--- config.mk ---
export PLATFORM = sky130hd
export DESIGN_NAME = dpcm_decoder_flat
export DESIGN_NICKNAME = d
export VERILOG_FILES = /design/src/rtl/dpcm_pkg.sv /design/src/rtl/dpcm_decoder_if.sv /design/src/rtl/dpcm_sat_add.sv /design/src/rtl/dpcm_decoder.sv /design/src/flat_wrapper.sv
export SDC_FILE = /design/constraint.sdc
export NUM_CORES = 1
export LEC_CHECK = 0
export ABC_AREA = 1
export BUFFER_PORTS_ARGS = -buffer_cell sky130_fd_sc_hd__buf_4
export CAP_MARGIN = 20
export CORE_MARGIN = 2
export CORE_UTILIZATION = 54
export CTS_CLUSTER_SIZE = 12
export DETAILED_ROUTE_END_ITERATION = 10
export PLACE_DENSITY = 0.84
export REMOVE_ABC_BUFFERS = 1
export SETUP_SLACK_MARGIN = 0.02
export SLEW_MARGIN = 30
export SYNTH_ARGS = -nofsm -noshare
export SYNTH_HDL_FRONTEND = slang
export SYNTH_HIERARCHICAL = 1
export SYNTH_SLANG_ARGS = --single-unit
export TNS_END_PERCENT = 30
--- constraint.sdc ---
create_clock -name clk -period 2.18 [get_ports clk]
set_input_delay 0.109 -clock clk [delete_from_list [all_inputs] [get_ports clk]]
set_output_delay 0.109 -clock clk [all_outputs]
set_load 0.005 [all_outputs]
--- src/rtl/dpcm_pkg.sv ---
`default_nettype none
// ============================================================================
// Module      : dpcm_pkg
// Description : Shared types and constants for the DPCM encoder/decoder pair.
// Revision    : 1.0 - initial release
// ============================================================================
package dpcm_pkg;

    typedef logic [7:0]        sample_t;
    typedef logic signed [7:0] diff_t;

    typedef enum logic [0:0] {
        ABS   = 1'b0,
        DELTA = 1'b1
    } dpcm_state_t;

    localparam sample_t SAMPLE_MIN     = 8'd0;
    localparam sample_t SAMPLE_MAX     = 8'd255;
    localparam int      DEFAULT_RESYNC = 16;

endpackage
`default_nettype wire

--- src/rtl/dpcm_decoder_if.sv ---
`default_nettype none
// ============================================================================
// Module      : dpcm_decoder_if
// Description : Code-in / sample-out handshake bundle plus status for the decoder.
// Revision    : 1.0 - initial release
// ============================================================================
interface dpcm_decoder_if #(
    parameter int DW = 8
);
    logic          in_valid;
    logic          in_ready;
    logic [DW-1:0] in_data;
    logic          sync;
    logic          out_valid;
    logic          out_ready;
    logic [DW-1:0] out_data;
    logic          sat_err;
    logic          sat_clr;
    logic [7:0]    sample_cnt;

    modport master (
        output in_valid, in_data, sync, out_ready, sat_clr,
        input  in_ready, out_valid, out_data, sat_err, sample_cnt
    );

    modport slave (
        input  in_valid, in_data, sync, out_ready, sat_clr,
        output in_ready, out_valid, out_data, sat_err, sample_cnt
    );
endinterface
`default_nettype wire

--- src/rtl/dpcm_sat_add.sv ---
`default_nettype none
// ============================================================================
// Module      : dpcm_sat_add
// Description : Predictor plus signed difference, clamped to the sample range.
// Revision    : 1.0 - initial release
// ============================================================================
module dpcm_sat_add
    import dpcm_pkg::*;
(
    input  sample_t i_pred,
    input  diff_t   i_diff,
    output sample_t o_sum,
    output logic    o_clamp
);

    // Ten bits hold every possible 0..255 + -128..127 result without wrap.
    logic signed [9:0] w_sum;

    assign w_sum = $signed({2'b00, i_pred}) + $signed({{2{i_diff[7]}}, i_diff});

    always_comb begin
        o_sum   = w_sum[7:0];
        o_clamp = 1'b0;
        if (w_sum < $signed({2'b00, SAMPLE_MIN})) begin
            o_sum   = SAMPLE_MIN;
            o_clamp = 1'b1;
        end else if (w_sum > $signed({2'b00, SAMPLE_MAX})) begin
            o_sum   = SAMPLE_MAX;
            o_clamp = 1'b1;
        end
    end

endmodule
`default_nettype wire

--- src/rtl/dpcm_decoder.sv ---
`default_nettype none
// ============================================================================
// Module      : dpcm_decoder
// Description : Keyframe + delta DPCM reconstruction with saturation and resync.
// Revision    : 1.0 - initial release
// ============================================================================
module dpcm_decoder
    import dpcm_pkg::*;
#(
    parameter int RESYNC_PERIOD = DEFAULT_RESYNC,
    parameter int DW            = 8
) (
    input  logic          clk,
    input  logic          rst,
    dpcm_decoder_if.slave bus
);

    localparam logic [7:0] c_period = 8'(RESYNC_PERIOD);

    dpcm_state_t   r_state, w_state_nx;
    // The predictor is also the output register: both only change on accept.
    sample_t       r_pred, w_pred_nx;
    logic [7:0]    r_cnt, w_cnt_nx, w_cnt_inc;
    logic          r_out_valid, w_out_valid_nx;
    logic          r_sat_err, w_sat_err_nx;
    logic          r_sync_pend, w_sync_pend_nx;

    logic [DW-1:0] w_code;
    logic          w_in_ready;
    logic          w_accept;
    logic          w_abs;
    sample_t       w_sum;
    logic          w_clamp;

    assign w_code     = bus.in_data;
    assign w_in_ready = !r_out_valid || bus.out_ready;
    assign w_accept   = bus.in_valid && w_in_ready;
    assign w_abs      = (r_state == ABS) || bus.sync || r_sync_pend;
    assign w_cnt_inc  = r_cnt + 8'd1;

    dpcm_sat_add u_sat_add (
        .i_pred  (r_pred),
        .i_diff  (diff_t'(w_code)),
        .o_sum   (w_sum),
        .o_clamp (w_clamp)
    );

    always_comb begin
        w_state_nx     = r_state;
        w_pred_nx      = r_pred;
        w_cnt_nx       = r_cnt;
        w_out_valid_nx = r_out_valid;
        w_sync_pend_nx = r_sync_pend;
        w_sat_err_nx   = r_sat_err && !bus.sat_clr;

        if (w_accept) begin
            w_out_valid_nx = 1'b1;
            w_sync_pend_nx = 1'b0;
            if (w_abs) begin
                w_pred_nx = sample_t'(w_code);
                if (RESYNC_PERIOD == 1) begin
                    w_state_nx = ABS;
                    w_cnt_nx   = 8'd0;
                end else begin
                    w_state_nx = DELTA;
                    w_cnt_nx   = 8'd1;
                end
            end else begin
                w_pred_nx  = w_sum;
                w_state_nx = DELTA;
                if (w_clamp) begin
                    w_sat_err_nx = 1'b1;
                end
                if (RESYNC_PERIOD != 0 && w_cnt_inc == c_period) begin
                    w_cnt_nx   = 8'd0;
                    w_state_nx = ABS;
                end else if (RESYNC_PERIOD == 0 && w_cnt_inc == 8'd0) begin
                    // Free-running mode: slot 0 stays reserved for the keyframe.
                    w_cnt_nx = 8'd1;
                end else begin
                    w_cnt_nx = w_cnt_inc;
                end
            end
        end else begin
            if (bus.sync) begin
                w_sync_pend_nx = 1'b1;
            end
            if (bus.out_ready) begin
                w_out_valid_nx = 1'b0;
            end
        end
    end

    always_ff @(posedge clk) begin
        if (rst) begin
            r_state     <= ABS;
            r_pred      <= '0;
            r_cnt       <= '0;
            r_out_valid <= 1'b0;
            r_sat_err   <= 1'b0;
            r_sync_pend <= 1'b0;
        end else begin
            r_state     <= w_state_nx;
            r_pred      <= w_pred_nx;
            r_cnt       <= w_cnt_nx;
            r_out_valid <= w_out_valid_nx;
            r_sat_err   <= w_sat_err_nx;
            r_sync_pend <= w_sync_pend_nx;
        end
    end

    assign bus.in_ready   = w_in_ready;
    assign bus.out_valid  = r_out_valid;
    assign bus.out_data   = r_pred;
    assign bus.sat_err    = r_sat_err;
    assign bus.sample_cnt = r_cnt;

endmodule
`default_nettype wire

--- src/flat_wrapper.sv ---
// flat-port wrapper written by rule: the top's interface ports become plain ports
module dpcm_decoder_flat import dpcm_pkg::*;
#(
    parameter int RESYNC_PERIOD = DEFAULT_RESYNC,
    parameter int DW            = 8
)
  (clk, rst, bus_in_valid, bus_in_data, bus_sync, bus_out_ready, bus_sat_clr, bus_in_ready, bus_out_valid, bus_out_data, bus_sat_err, bus_sample_cnt);
  dpcm_decoder_if #(.DW(DW)) bus_i ();
  input  logic clk;
  input  logic rst;
  input wire logic [$bits(bus_i.in_valid)-1:0] bus_in_valid;
  input wire logic [$bits(bus_i.in_data)-1:0] bus_in_data;
  input wire logic [$bits(bus_i.sync)-1:0] bus_sync;
  input wire logic [$bits(bus_i.out_ready)-1:0] bus_out_ready;
  input wire logic [$bits(bus_i.sat_clr)-1:0] bus_sat_clr;
  output wire logic [$bits(bus_i.in_ready)-1:0] bus_in_ready;
  output wire logic [$bits(bus_i.out_valid)-1:0] bus_out_valid;
  output wire logic [$bits(bus_i.out_data)-1:0] bus_out_data;
  output wire logic [$bits(bus_i.sat_err)-1:0] bus_sat_err;
  output wire logic [$bits(bus_i.sample_cnt)-1:0] bus_sample_cnt;
  assign bus_i.in_valid = bus_in_valid;
  assign bus_i.in_data = bus_in_data;
  assign bus_i.sync = bus_sync;
  assign bus_i.out_ready = bus_out_ready;
  assign bus_i.sat_clr = bus_sat_clr;
  assign bus_in_ready = bus_i.in_ready;
  assign bus_out_valid = bus_i.out_valid;
  assign bus_out_data = bus_i.out_data;
  assign bus_sat_err = bus_i.sat_err;
  assign bus_sample_cnt = bus_i.sample_cnt;
  dpcm_decoder #(.RESYNC_PERIOD(RESYNC_PERIOD), .DW(DW)) u_core (.clk(clk), .rst(rst), .bus(bus_i));
endmodule
==> results.sh <==
export IMPL_overflow=0
export IMPL_finalWeightedCongestion=0.846
export IMPL_portBuffers=32
export IMPL_post_synth_top_area_cell="dfxtp_1"
export IMPL_rrSetupSlack_ns=0.18
export IMPL_die_w_um=57.8
export IMPL_fin_area_um2=1960
export IMPL_start_util=0.566
export IMPL_crit_required_ns=2.39
export IMPL_antenna_found_initial=0
export IMPL_hp_class="primary input to register"
export IMPL_tritoncts="yes"
export IMPL_cp_data_arrival_time_ns=2.21
export IMPL_crit_path_end_kind="register"
export IMPL_max_cap_viol_count=0
export IMPL_status="finished clean"
export IMPL_wire_per_inst_um=11.8
export IMPL_ys_seq_area_frac=0.257
export IMPL_vias_per_cell=5.08
export IMPL_cts_htree_levels=1
export IMPL_multi_input_area_um2=1010
export IMPL_peakVddDrop_v=0.000639
export IMPL_drive_gt1_frac=0.267
export IMPL_cts_sinks=20
export IMPL_p_per_area_nw_per_um2=510
export IMPL_ys_types=26
export IMPL_drtIter0Drc=44
export IMPL_nFillCells=254
export IMPL_wl_mm=3.75
export IMPL_area_growth_pct=25.3
export IMPL_worst_pin_slew_ns=0.285
export IMPL_cts_root_buffer="clkbuf_4"
export IMPL_synth_cells=249
export IMPL_grt_pass1_vias=1504
export IMPL_layout_cells_non_filler=319
export IMPL_core_area_um2=2760
export IMPL_register_area_um2=403
export IMPL_fin_crit_sh=0.916
export IMPL_post_dp_cell_area_um2=1840
export IMPL_max_freq_mhz=501
export IMPL_critPathLaunchType="register"
export IMPL_die_h_um=57.8
export IMPL_slew_headroom=0.810
export IMPL_final_min_clock_period_ns=2.00
export IMPL_final_cell_mix="nand2_1 (68), inv_1 (40), buf_4 (34)"
export IMPL_finalSetupTns_ns=0
export IMPL_drc=0
export IMPL_synthTopCellsByArea="dfxtp_1 (26%), nand2_1 (17%), inv_1 (9.9%)"
export IMPL_synth_top_area_frac=0.257
export IMPL_final_common_cell="nand2_1"
export IMPL_yosys_warnings=6
export IMPL_dp_cells=312
export IMPL_hold_ws_ns=0.0261
export IMPL_ant_nets=0
export IMPL_n_antenna_cell=0
export IMPL_vias=1619
export IMPL_finalSetupViolations=0
export IMPL_critPathKind="register to register"
export IMPL_clock_skew_ns=0.0101
export IMPL_synth_seq_cells=20
export IMPL_cp_max_fo=8
export IMPL_grt_pass1_wl_mm=6.33
export IMPL_clockBufferDepth=2
export IMPL_io_pins=33
export IMPL_grt_usage=0.237
export IMPL_path_clk_slew_ns=0.12
export IMPL_num_rows=19
export IMPL_dp_hpwl_mm=2.93
export IMPL_nets=315
export IMPL_syn_cell_area_um2=1560
export IMPL_leakagePower_nw=1.00
export IMPL_grt_setup_unrepaired="no"
export IMPL_clk_latency_ns=0.30
export IMPL_dieArea_um2=3340
export IMPL_report_final_slew_viol_count=0
export IMPL_cts_buffers=3
export IMPL_avgSynthCellArea_um2=6.27
export IMPL_grt_max_degree=13
export IMPL_first_pass_iters=4
export IMPL_hold_viol=0
## layer usage
layer,part of all wire,up-vias,GRT usage,wire (um)
met1,0.43,718,0.290,1630
met5,0,-,0,0
met3,0.039,6,0.0402,145
met2,0.51,37,0.433,1930
li1,-,858,-,-
met4,0.013,0,0.0532,48
## report_power, final
group          total (mW)  internal (mW)  switching [mW]  leakage, nW
clock network       0.300          0.186           0.114       0.0279
logic               0.295          0.125           0.170        0.808
registers           0.403          0.384          0.0188        0.164
## critical path, cell delays in order (launching register included)
cell and delay, ns:
dfxtp_2 0.37, ha_4 0.14, inv_1 0.05, fa_2 0.37, inv_2 0.06, nand3_1 0.07
nand2_2 0.09, nand2_2 0.06, nand3_2 0.09, nand2_4 0.09, buf_4 0.14, o21a_1 0.17
nor2_1 0.11, o21ai_1 0.08
## logic make-up after synthesis
kind of cell | Yosys count | share of synthesized area
fa+ha+maj | 12 | 0.101
compound gates | 38 | 0.132
xor+xnor | 4 | 0.0225
buf+inv | 49 | 0.118
simple gates | 126 | 0.370
flops | 20 | 0.257
## through the flow
| step | utilization | setup WS, ns | power, mW |
|---|---|---|---|
| final | 0.709 | 0.182 | 0.998 |
| after global routing | 0.709 | 0.00995 | 1.06 |
| after CTS | 0.690 | 0.0797 | 0.986 |
| after detailed placement | 0.667 | 0.114 | 0.682 |
| after global placement | 0.667 | 0.166 | 0.678 |
| after floorplan | - | 0.271 | 0.589 |
## registers in the layout, indices dropped and copies added (netlist names)
name,cells
u_core/bus.out_valid,1
u_core/r_state,1
u_core/r_sync_pend,1
u_core/bus.out_data,8
u_core/bus.sat_err,1
u_core/bus.sample_cnt,8
## cell type report
cell class                      count  share of cell area
Clock buffer                        3              0.0115
Clock inverter                      1              0.0154
Inverter                           49              0.0940
Multi-Input combinational cell    180               0.518
Sequential cell                    20               0.206
Tap cell                           31              0.0198
Timing Repair Buffer               35               0.136
## Yosys cell counts
master     n
a21oi_1    4
a21oi_2    1
a22o_1     1
dfxtp_1   20
fa_1       1
ha_1      11
inv_1     41
inv_2      8
nand2_1   70
nand2_2    9
nand2_4    2
nand3_1   11
nand3_2    3
nand4_1    4
nor2_1    19
nor2_2     6
nor2_4     1
nor3_1     1
o211ai_1   1
o21a_1     1
o21ai_0    8
o21ai_1   20
o22ai_1    1
o31ai_1    1
xnor2_1    2
xor2_1     2
## final timing paths
path	startpoint	depth (start not counted)	to
setup reg to reg	u_core/bus.out_data[0]$_SDFFE_PP0P_	13	u_core/bus.out_data[7]$_SDFFE_PP0P_
hold / removal	rst	2	u_core/bus.out_valid$_SDFFE_PP0P_
hold reg to reg	u_core/bus.sat_err$_SDFF_PP0_	2	u_core/bus.sat_err$_SDFF_PP0_
setup / recovery	u_core/bus.out_data[0]$_SDFFE_PP0P_	13	u_core/bus.out_data[7]$_SDFFE_PP0P_
## timing repair
| action | CTS | global route |
|---|---|---|
| hold endpoints to repair | 1 | 0 |
| setup endpoints to repair | 0 | 8 |
| hold buffers | 1 | 0 |
| resized for setup | 0 | 10 |
| buffers inserted | 0 | 2 |
Note: power is estimated with default switching activity, not from simulation.
